### src/rtl/bcd_pkg.sv
// ============================================================================
// Module   : bcd_pkg
// Brief    : Shared types and constants for the sequential binary-to-BCD converter.
// Revision : 1.0 - initial release
// ============================================================================
`default_nettype none

package bcd_pkg;

    typedef enum logic [0:0] {
        IDLE  = 1'b0,
        SHIFT = 1'b1
    } bcd_state_e;

    localparam int          BCD_DIGITS = 3;
    localparam int          NIBBLE_W   = 4;
    localparam int          BCD_W      = BCD_DIGITS * NIBBLE_W;
    localparam logic [7:0]  BCD_MAX    = 8'h99;

    // Double-dabble correction threshold: a digit of 5..9 overflows on the next shift.
    function automatic logic nibble_needs_add3(input logic [NIBBLE_W-1:0] nib);
        return (nib >= NIBBLE_W'(5));
    endfunction

endpackage : bcd_pkg

`default_nettype wire

### src/rtl/bcd_add3.sv
// ============================================================================
// Module   : bcd_add3
// Brief    : Combinational double-dabble digit correction (>=5 gets +3).
// Revision : 1.0 - initial release
// ============================================================================
`default_nettype none

module bcd_add3
    import bcd_pkg::*;
(
    input  logic [NIBBLE_W-1:0] i_nib,
    output logic [NIBBLE_W-1:0] o_nib
);

    // 4-bit wrap is intentional; the carry into the next digit arrives via the shift.
    assign o_nib = nibble_needs_add3(i_nib) ? (i_nib + NIBBLE_W'(3)) : i_nib;

endmodule : bcd_add3

`default_nettype wire

### src/rtl/bin_to_bcd_seq.sv
// ============================================================================
// Module   : bin_to_bcd_seq
// Brief    : Iterative (one bit per cycle) binary to 2-digit packed BCD with
//            valid/ready input and held output for a 7-segment driver.
//            Optional macro BCD_SATURATE_EN: values >99 display as 8'h99.
// Revision : 1.0 - initial release
// ============================================================================
`default_nettype none

module bin_to_bcd_seq
    import bcd_pkg::*;
#(
    parameter int BIN_W = 8
) (
    input  logic             clk,
    input  logic             rst,
    input  logic             in_valid,
    output logic             in_ready,
    input  logic [BIN_W-1:0] in_bin,
    output logic [7:0]       out_bcd,
    output logic             out_valid,
    output logic             ovf
);

    localparam int              c_CNT_W   = $clog2(BIN_W + 1);
    localparam int              c_SR_W    = BCD_W + BIN_W;
    localparam logic [0:0]      c_ST_IDLE  = IDLE;
    localparam logic [0:0]      c_ST_SHIFT = SHIFT;
    localparam logic [c_CNT_W-1:0] c_LAST = c_CNT_W'(BIN_W - 1);

    logic [0:0]         r_state_q, w_state_d;
    logic [c_CNT_W-1:0] r_cnt_q,   w_cnt_d;
    logic [c_SR_W-1:0]  r_sr_q,    w_sr_d;
    logic [7:0]         r_bcd_q,   w_bcd_d;
    logic               r_ovf_q,   w_ovf_d;
    logic               r_valid_q, w_valid_d;

    logic [c_SR_W-1:0]  w_sr_corr;
    logic [c_SR_W-1:0]  w_sr_shift;
    logic [BCD_W-1:0]   w_res;
    logic               w_hund_nz;
    logic [7:0]         w_bcd_sel;
    logic               w_last;

    assign w_sr_corr[BIN_W-1:0] = r_sr_q[BIN_W-1:0];

    for (genvar gi = 0; gi < BCD_DIGITS; gi++) begin : g_digit
        bcd_add3 u_add3 (
            .i_nib (r_sr_q   [BIN_W + gi*NIBBLE_W +: NIBBLE_W]),
            .o_nib (w_sr_corr[BIN_W + gi*NIBBLE_W +: NIBBLE_W])
        );
    end

    assign w_sr_shift = w_sr_corr << 1;
    assign w_res      = w_sr_shift[BIN_W +: BCD_W];
    assign w_hund_nz  = |w_res[BCD_W-1:2*NIBBLE_W];
    assign w_last     = (r_cnt_q == c_LAST);

`ifdef BCD_SATURATE_EN
    assign w_bcd_sel = w_hund_nz ? BCD_MAX : w_res[7:0];
`else
    assign w_bcd_sel = w_res[7:0];
`endif

    always_comb begin
        w_state_d = r_state_q;
        w_cnt_d   = r_cnt_q;
        w_sr_d    = r_sr_q;
        w_bcd_d   = r_bcd_q;
        w_ovf_d   = r_ovf_q;
        w_valid_d = 1'b0;
        case (r_state_q)
            c_ST_IDLE: begin
                if (in_valid) begin
                    w_sr_d    = {{BCD_W{1'b0}}, in_bin};
                    w_cnt_d   = '0;
                    w_state_d = c_ST_SHIFT;
                end
            end
            c_ST_SHIFT: begin
                w_sr_d  = w_sr_shift;
                w_cnt_d = r_cnt_q + c_CNT_W'(1);
                // Result only becomes visible on the final iteration edge.
                if (w_last) begin
                    w_bcd_d   = w_bcd_sel;
                    w_ovf_d   = w_hund_nz;
                    w_valid_d = 1'b1;
                    w_state_d = c_ST_IDLE;
                end
            end
            default: w_state_d = c_ST_IDLE;
        endcase
    end

    always_ff @(posedge clk) begin
        if (rst) begin
            r_state_q <= c_ST_IDLE;
            r_cnt_q   <= '0;
            r_sr_q    <= '0;
            r_bcd_q   <= 8'h00;
            r_ovf_q   <= 1'b0;
            r_valid_q <= 1'b0;
        end else begin
            r_state_q <= w_state_d;
            r_cnt_q   <= w_cnt_d;
            r_sr_q    <= w_sr_d;
            r_bcd_q   <= w_bcd_d;
            r_ovf_q   <= w_ovf_d;
            r_valid_q <= w_valid_d;
        end
    end

    // Ready is masked while reset is held so nothing is accepted during reset.
    assign in_ready  = (r_state_q == c_ST_IDLE) && !rst;
    assign out_bcd   = r_bcd_q;
    assign ovf       = r_ovf_q;
    assign out_valid = r_valid_q;

endmodule : bin_to_bcd_seq

`default_nettype wire

### config.mk
export PLATFORM = sky130hd
export DESIGN_NAME = bin_to_bcd_seq
export DESIGN_NICKNAME = d
export VERILOG_FILES = /design/src/rtl/bcd_pkg.sv /design/src/rtl/bcd_add3.sv /design/src/rtl/bin_to_bcd_seq.sv
export SDC_FILE = /design/constraint.sdc
export NUM_CORES = 1
export LEC_CHECK = 0
export ABC_AREA = 1
export CAP_MARGIN = 10
export CORE_MARGIN = 2
export CORE_UTILIZATION = 54
export DETAILED_ROUTE_END_ITERATION = 6
export PLACE_DENSITY = 0.78
export SYNTH_ARGS = -nofsm -noshare
export SYNTH_HDL_FRONTEND = slang
export SYNTH_SLANG_ARGS = --single-unit
### constraint.sdc
create_clock -name clk -period 1.6 [get_ports clk]
set_input_delay 0.16 -clock clk [delete_from_list [all_inputs] [get_ports clk]]
set_output_delay 0.16 -clock clk [all_outputs]
set_load 0.005 [all_outputs]
# Yosys cells after proc, flatten, opt, wreduce, memory -nomap -nowiden
# Cells that the tools add are included.
word_totals:
  reg_bits: 35
  latch_bits: 0
  ram_bits: 0
  rom_bits: 0
  input_bits: 11
  output_inout_bits: 11
  elab_cells: 32
  n_memories: 0
classes:
  add_sub_neg: 4
  n_mul: 0
  n_div: 0
  n_lt_le_gt_ge: 3
  eq_ne: 2
  shifts: 0
  muxes: 11
  bitwise: 1
  n_reduce_logical: 5
op_table:
  columns: ["operator", "count"]
  rows:
  - ["case mux 20 bit (2 select lines)", 1]
  - ["two-way mux 20 bit", 1]
  - [">= comparator 4 x 3 -> 1 bit (second input constant)", 3]
  - ["two-way mux 4 bit", 3]
  - ["adder 4 x 2 -> 4 bit (second input constant)", 2]
  - ["case mux 4 bit (2 select lines)", 1]
  - ["adder 4 x 1 -> 4 bit (second input constant)", 1]
  - ["== test 4 x 3 -> 1 bit (second input constant)", 1]
  - ["OR reduction 4 bit", 1]
  - ["adder 3 x 2 -> 3 bit (second input constant)", 1]
  - ["two-way mux 1 bit", 3]
  - ["two-way mux 3 bit", 1]
  - ["!= test 2 bit (second input constant)", 1]
  - ["case mux 1 bit (2 select lines)", 1]
  - ["AND reduction 2 bit", 1]
  - ["OR reduction 2 bit", 1]
  - ["logical AND 1 bit", 1]
  - ["logical NOT 1 bit", 1]
  - ["inverter 1 bit", 1]

# Logic depth before layout (Yosys ltp)
depth:
  word_depth: 3
  mapped_depth: 11
  ltp_nobuf: 11

# By module
# A second synthesis with hierarchy kept.
hier_totals:
  cells_unflattened: 258
  hier_area_um2: 1844.3
by_module_without_submodules:
  columns: ["mod", "instances", "cells_each", "area_per_inst_um2", "seq_area_each_um2"]
  rows:
  - ["bin_to_bcd_seq", 1, 189, 1438.9, 700.7]
  - ["bcd_add3", 3, 23, 135.1, 0.0]

# Worst setup path after synthesis
# Ideal clock, no wire load.
synth_path:
  path_type: "reg2reg"
  from: "reg r_sr_q[8]"
  to: "reg r_bcd_q[1] (netlist: out_bcd[1])"
  setup_time_ns: 0.113
  arrival_time_ns: 1.094
  setup_slack_ns: 0.393
  path_stages_with_launch: 9
  path_buffers: 0
  period_less_slack_ns: 1.207
  cell_sequence: "dfxtp_1 inv_1 ha_1 nor2_2 nor2_2 inv_2 nand2_2 nand3_1 nand2_1"
synth_between:
  elab_chain_cells: 2
synth_rtl:
  columns: ["item", "line_no", "rtl"]
  rows:
  - ["from (decl)", "bin_to_bcd_seq.sv:33", "logic [c_SR_W-1:0] r_sr_q, w_sr_d;"]
  - ["from (signal assigned)", "bin_to_bcd_seq.sv:106", "r_sr_q <= w_sr_d;"]
  - ["adder 4 x 2 -> 4 bit or >= comparator 4 x 3 -> 1 bit (tied branches)", "bcd_add3.sv:16, bcd_pkg.sv:22", null]
  - ["two-way mux 4 bit (*)", "bcd_add3.sv:16", "assign o_nib = nibble_needs_add3(i_nib) ? (i_nib + NIBBLE_W'(3)) : i_nib;"]
  - ["to (signal assigned)", "bin_to_bcd_seq.sv:107", "r_bcd_q <= w_bcd_d;"]
  - ["to (decl)", "bin_to_bcd_seq.sv:34", "logic [7:0] r_bcd_q, w_bcd_d;"]
# Every way passes the cells marked *; elsewhere a longest branch is shown, timed or not.
# A chain may end at the register's enable or synchronous reset.

# Final worst setup path
layout_path:
  from: "reg r_state_q"
  to: "out in_ready"
layout_between:
  elab_chain_cells: 2
layout_rtl:
  columns: ["item", "line_no", "rtl"]
  rows:
  - ["from (decl)", "bin_to_bcd_seq.sv:31", "logic [0:0] r_state_q, w_state_d;"]
  - ["from (signal assigned)", "bin_to_bcd_seq.sv:97", "r_state_q <= c_ST_IDLE;"]
  - ["from (signal assigned)", "bin_to_bcd_seq.sv:104", "r_state_q <= w_state_d;"]
  - ["inverter 1 bit", null, null]
  - ["logical AND 1 bit", "bin_to_bcd_seq.sv:114", "assign in_ready = (r_state_q == c_ST_IDLE) && !rst;"]
  - ["to (decl)", "bin_to_bcd_seq.sv:18", "output logic in_ready,"]
# No other way between the ends.

==> impl_metrics.sql <==
INSERT INTO impl_metrics (metric_group, metric, value, unit) VALUES
('clocking', 'clk_pin_slew', '0.10', 'ns'),
('die', 'dieArea', '3750', 'um^2'),
('timing', 'tightest_slew', '0.238', 'ns'),
('synth', 'cell_variety_after_synth', '26', ''),
('critical_path', 'cp_data_arrival_time', '1.25', 'ns'),
('clocking', 'tritoncts', 'built', ''),
('clocking', 'post-cts-setup-buffer-count', '0', ''),
('critical_path', 'regToRegSetupSlack', '0.23', 'ns'),
('critical_path', 'setup.worst_path.start_class', 'register', ''),
('timing', 'min_period_over_period', '88.0', '%'),
('pwr', 'power.leakage', '0.920', 'nW'),
('detailed_routing', 'route.vias.total', '1561', ''),
('global_routing', 'first_pass_grt_wire_length', '6110', 'um'),
('global_routing', 'grt_pass1_vias', '1457', ''),
('die', 'die_x', '61.2', 'um'),
('hold_path', 'whs_endpoint', 'r_sr_q[0]', ''),
('hold_path', 'min_path_type', 'in -> reg', ''),
('detailed_routing', 'detail_route.wl_per_cell', '11.4', 'um'),
('critical_path', 'cells_traversed_along_the_worst_timing_path', 'buf_12, nor2_1, dlygate4sd2_1', ''),
('critical_path', 'end_kind', 'output port', ''),
('clocking', 'clock_sink_count', '35', ''),
('synth', 'netlist.top_cell.by_area', 'dfxtp_1', ''),
('critical_path', 'cp.buffers_inverters', '2', ''),
('detailed_routing', 'drc', '0', ''),
('synth', 'netlist_top_cells_area', 'dfxtp_1 40%, nand2_1 16%, nand3_1 6.5%', ''),
('critical_path', 'critical-path-slowest-cell', 'dfxtp_1', ''),
('synth', 'netlist_area', '1770', 'um^2'),
('detailed_routing', 'vias_per_cell', '5.00', ''),
('global_routing', 'grt_antenna_before_repair', '0', ''),
('synth', 'yosysSeqAreaShare', '39.7', '%'),
('critical_path', 'setup.worst_path.class', 'reg -> out', ''),
('timing', 'timing.slew.headroom', '84.0', '%'),
('clocking', 'numCtsBuffers', '5', ''),
('critical_path', 'critical-path-top-delay-family', 'buffers and inverters', ''),
('cells_and_area', 'drive_gt1_share', '15.3', '%'),
('detailed_routing', 'finalWirelength', '3560', 'um'),
('hold_path', 'depth_of_the_worst_hold_timing_path', '3', ''),
('die', 'floorplan.initialDensity', '57.4', '%'),
('cells_and_area', 'final_net_count', '287', ''),
('global_routing', 'groute.usage.overall', '21.9', '%'),
('critical_path', 'worst_r2r_path_cells', '8', ''),
('synth', 'number_of_synthesized_register_bits', '35', ''),
('hold_path', 'min-delay-start', 'in_bin[0]', ''),
('global_routing', 'remaining_overflow_grt', '0', ''),
('clocking', 'worst_skew_pair.late_latency', '0.34', 'ns'),
('global_routing', 'pin_count_of_the_biggest_net_entering_global_routing', '19', ''),
('synth', 'synth_top_cell_area_share', '39.7', '%'),
('detailed_routing', 'detailedRoute.firstPassIterationCount', '4', ''),
('die', 'die_height', '61.2', 'um'),
('critical_path', 'critical_path.reg2reg.startpoint', 'r_sr_q[8]', ''),
('timing', 'drv_slew', '0', ''),
('clocking', 'buffer_levels_on_the_longest_clock_path', '2', ''),
('timing', 'setup_tns', '0', 'ns'),
('cells_and_area', 'final.fill_count', '259', ''),
('pwr', 'vdd_drop_max', '0.426', 'mV'),
('synth', 'synth_cells', '241', ''),
('cells_and_area', 'n_antenna_cell', '0', ''),
('timing', 'rsz0062_at_grt', 'false', ''),
('die', 'std_cell_rows', '20', ''),
('synth', 'mappedNetlistNets', '259', ''),
('run', 'max_cap_viol_count', '0', ''),
('timing', 'finalSetupViolations', '0', ''),
('pwr', 'post-layout-total-power', '1.48', 'mW'),
('placed_design', 'buffer_ports.inserted', '21', ''),
('critical_path', 'max_stage_delay', '0.39', 'ns'),
('critical_path', 'rr_endpoint', 'out_bcd[2]', ''),
('timing', 'finalHoldViolations', '0', ''),
('synth', 'yosys_warnings', '0', ''),
('placed_design', 'gp_congestion', '0.815', ''),
('die', 'coreArea', '3080', 'um^2'),
('outcome', 'run_status', 'finished clean', ''),
('critical_path', 'crit_required', '1.44', 'ns'),
('synth', 'avgSynthCellArea', '7.33', 'um^2'),
('timing', 'timing.clock.skew', '0.0135', 'ns'),
('clocking', 'htreeDepth', '2', ''),
('detailed_routing', 'first_iter_violations', '84', ''),
('cells_and_area', 'area_growth', '18.3', '%'),
('clocking', 'root_buffer', 'clkbuf_4', ''),
('pwr', 'powerDensity', '711', 'nW/um^2'),
('detailed_routing', 'antenna_left', '0', ''),
('critical_path', 'critPathMaxFanout', '18', ''),
('placed_design', 'estimated_wirelength_of_the_detail_placed_design', '2660', 'um'),
('timing', 'fin_crit', '1.41', 'ns'),
('timing', 'maxClockFrequency', '710', 'MHz'),
('die', 'num_io_pins', '22', '');
==> per-layer routing <==
metal | share of wire, % | up-vias | global-route usage (%)
met3 | 4.6 | 5 | 7.14
li1 | - | 822 | -
met1 | 47 | 698 | 27.4
met4 | 1.1 | 0 | 6.83
met5 | 0 | - | 0
met2 | 47 | 36 | 36.0
==> cells in the mapped netlist <==
| cell | instances |
|---|---|
| buf_2 | 3 |
| a211oi_2 | 1 |
| nand2_1 | 74 |
| inv_2 | 5 |
| o211ai_1 | 1 |
| nand4_1 | 3 |
| o211ai_2 | 2 |
| nand3_2 | 5 |
| inv_4 | 1 |
| buf_4 | 1 |
| nand2_2 | 5 |
| inv_6 | 1 |
| a21oi_2 | 3 |
| a21oi_1 | 15 |
| inv_1 | 27 |
| nor2_1 | 9 |
| nor2_2 | 3 |
| o21ai_1 | 2 |
| a22o_1 | 1 |
| a211oi_1 | 1 |
| ha_1 | 7 |
| dfxtp_1 | 35 |
| nand3_1 | 23 |
| o21ai_0 | 7 |
| buf_6 | 4 |
| nor2_4 | 2 |
==> how the worst max path moves through the flow <==
stage,end,start,cells past startpoint
2_1_floorplan,out_bcd[1],r_sr_q[8],8
3_3_place_gp,in_ready,rst,3
3_5_place_dp,out_bcd[0],rst,6
4_1_cts,in_ready,r_state_q,3
5_1_grt,ovf,r_sr_q[16],10
6_report,in_ready,r_state_q,3
==> cells by family (layout without fill, tap and decap cells) <==
kind of cell | Yosys count | in the layout | share of synthesized area, %
AND/OR/NAND/NOR | 124 | 124 | 32.2
buffers and inverters | 42 | 69 | 11.5
flip-flops | 35 | 35 | 39.7
AO/OA/AOI/OAI | 33 | 33 | 11.8
adder cells (fa/ha/maj) | 7 | 7 | 4.96
==> flip-flops by register name (all words and copies together) (netlist names) <==
register,count
out_bcd,8
out_valid,1
ovf,1
r_cnt_q,4
r_sr_q,20
r_state_q,1
==> where the power goes <==
part	switching [mW]	internal (mW)
combinational	0.0863	0.0733
clock	0.268	0.156
sequential	0.0124	0.888
total	0.367	1.12
==> placed cells by master (no fill, tap or decap) <==
master	n
o211ai_1	1
a22o_1	1
inv_1	27
inv_4	1
inv_2	5
buf_4	6
nor2_2	3
dlygate4sd2_1	1
nand4_1	3
clkdlybuf4s50_1	20
nand3_2	5
a211oi_2	1
dfxtp_1	35
nor2_4	2
ha_1	7
a21oi_1	15
nor2_1	9
nand2_2	5
a211oi_1	1
a21oi_2	3
nand3_1	23
o21ai_0	7
nand2_1	74
o21ai_1	2
clkbuf_1	1
o211ai_2	2
buf_12	2
inv_6	1
clkbuf_4	5
==> worst reg2reg max path, stage by stage (launching register included) <==
cell and delay [ns]:
dfxtp_1 0.46, inv_1 0.09, ha_1 0.22, nor2_2 0.14
nor2_2 0.07, inv_2 0.10, nand2_2 0.07, nand3_1 0.08
nand2_1 0.05
==> repair_timing <==
action | 4_1_cts | 5_1_grt
endpoints found under the hold margin | 0 | 0
resized for setup | 1 | 0
endpoints found under the setup margin | 1 | 0
hold buffers | 0 | 0
==> through the flow <==
stage               hold slack [ns]  utilization [%]  cell area, um^2  worst slack, ns  instances
global placement              0.440             66.6             2050            0.146        306
floorplan                     0.324                -             1770            0.393        241
finish                        0.400             67.9             2090            0.192        312
detailed placement            0.440             66.6             2050            0.145        306
global route                  0.401             67.9             2090           0.0475        312
CTS                           0.398             67.9             2090            0.193        312
==> final cells by class <==
cell class	count	area (um^2)	share of cell area, %
multi-input cells	164	863	41.3
clock buffers	6	41.3	1.98
inverters	34	135	6.47
flip-flops and latches	35	701	33.5
well taps	44	55.1	2.63
repair buffers	29	294	14.1
No activity file was read; power rests on OpenSTA's default activity.
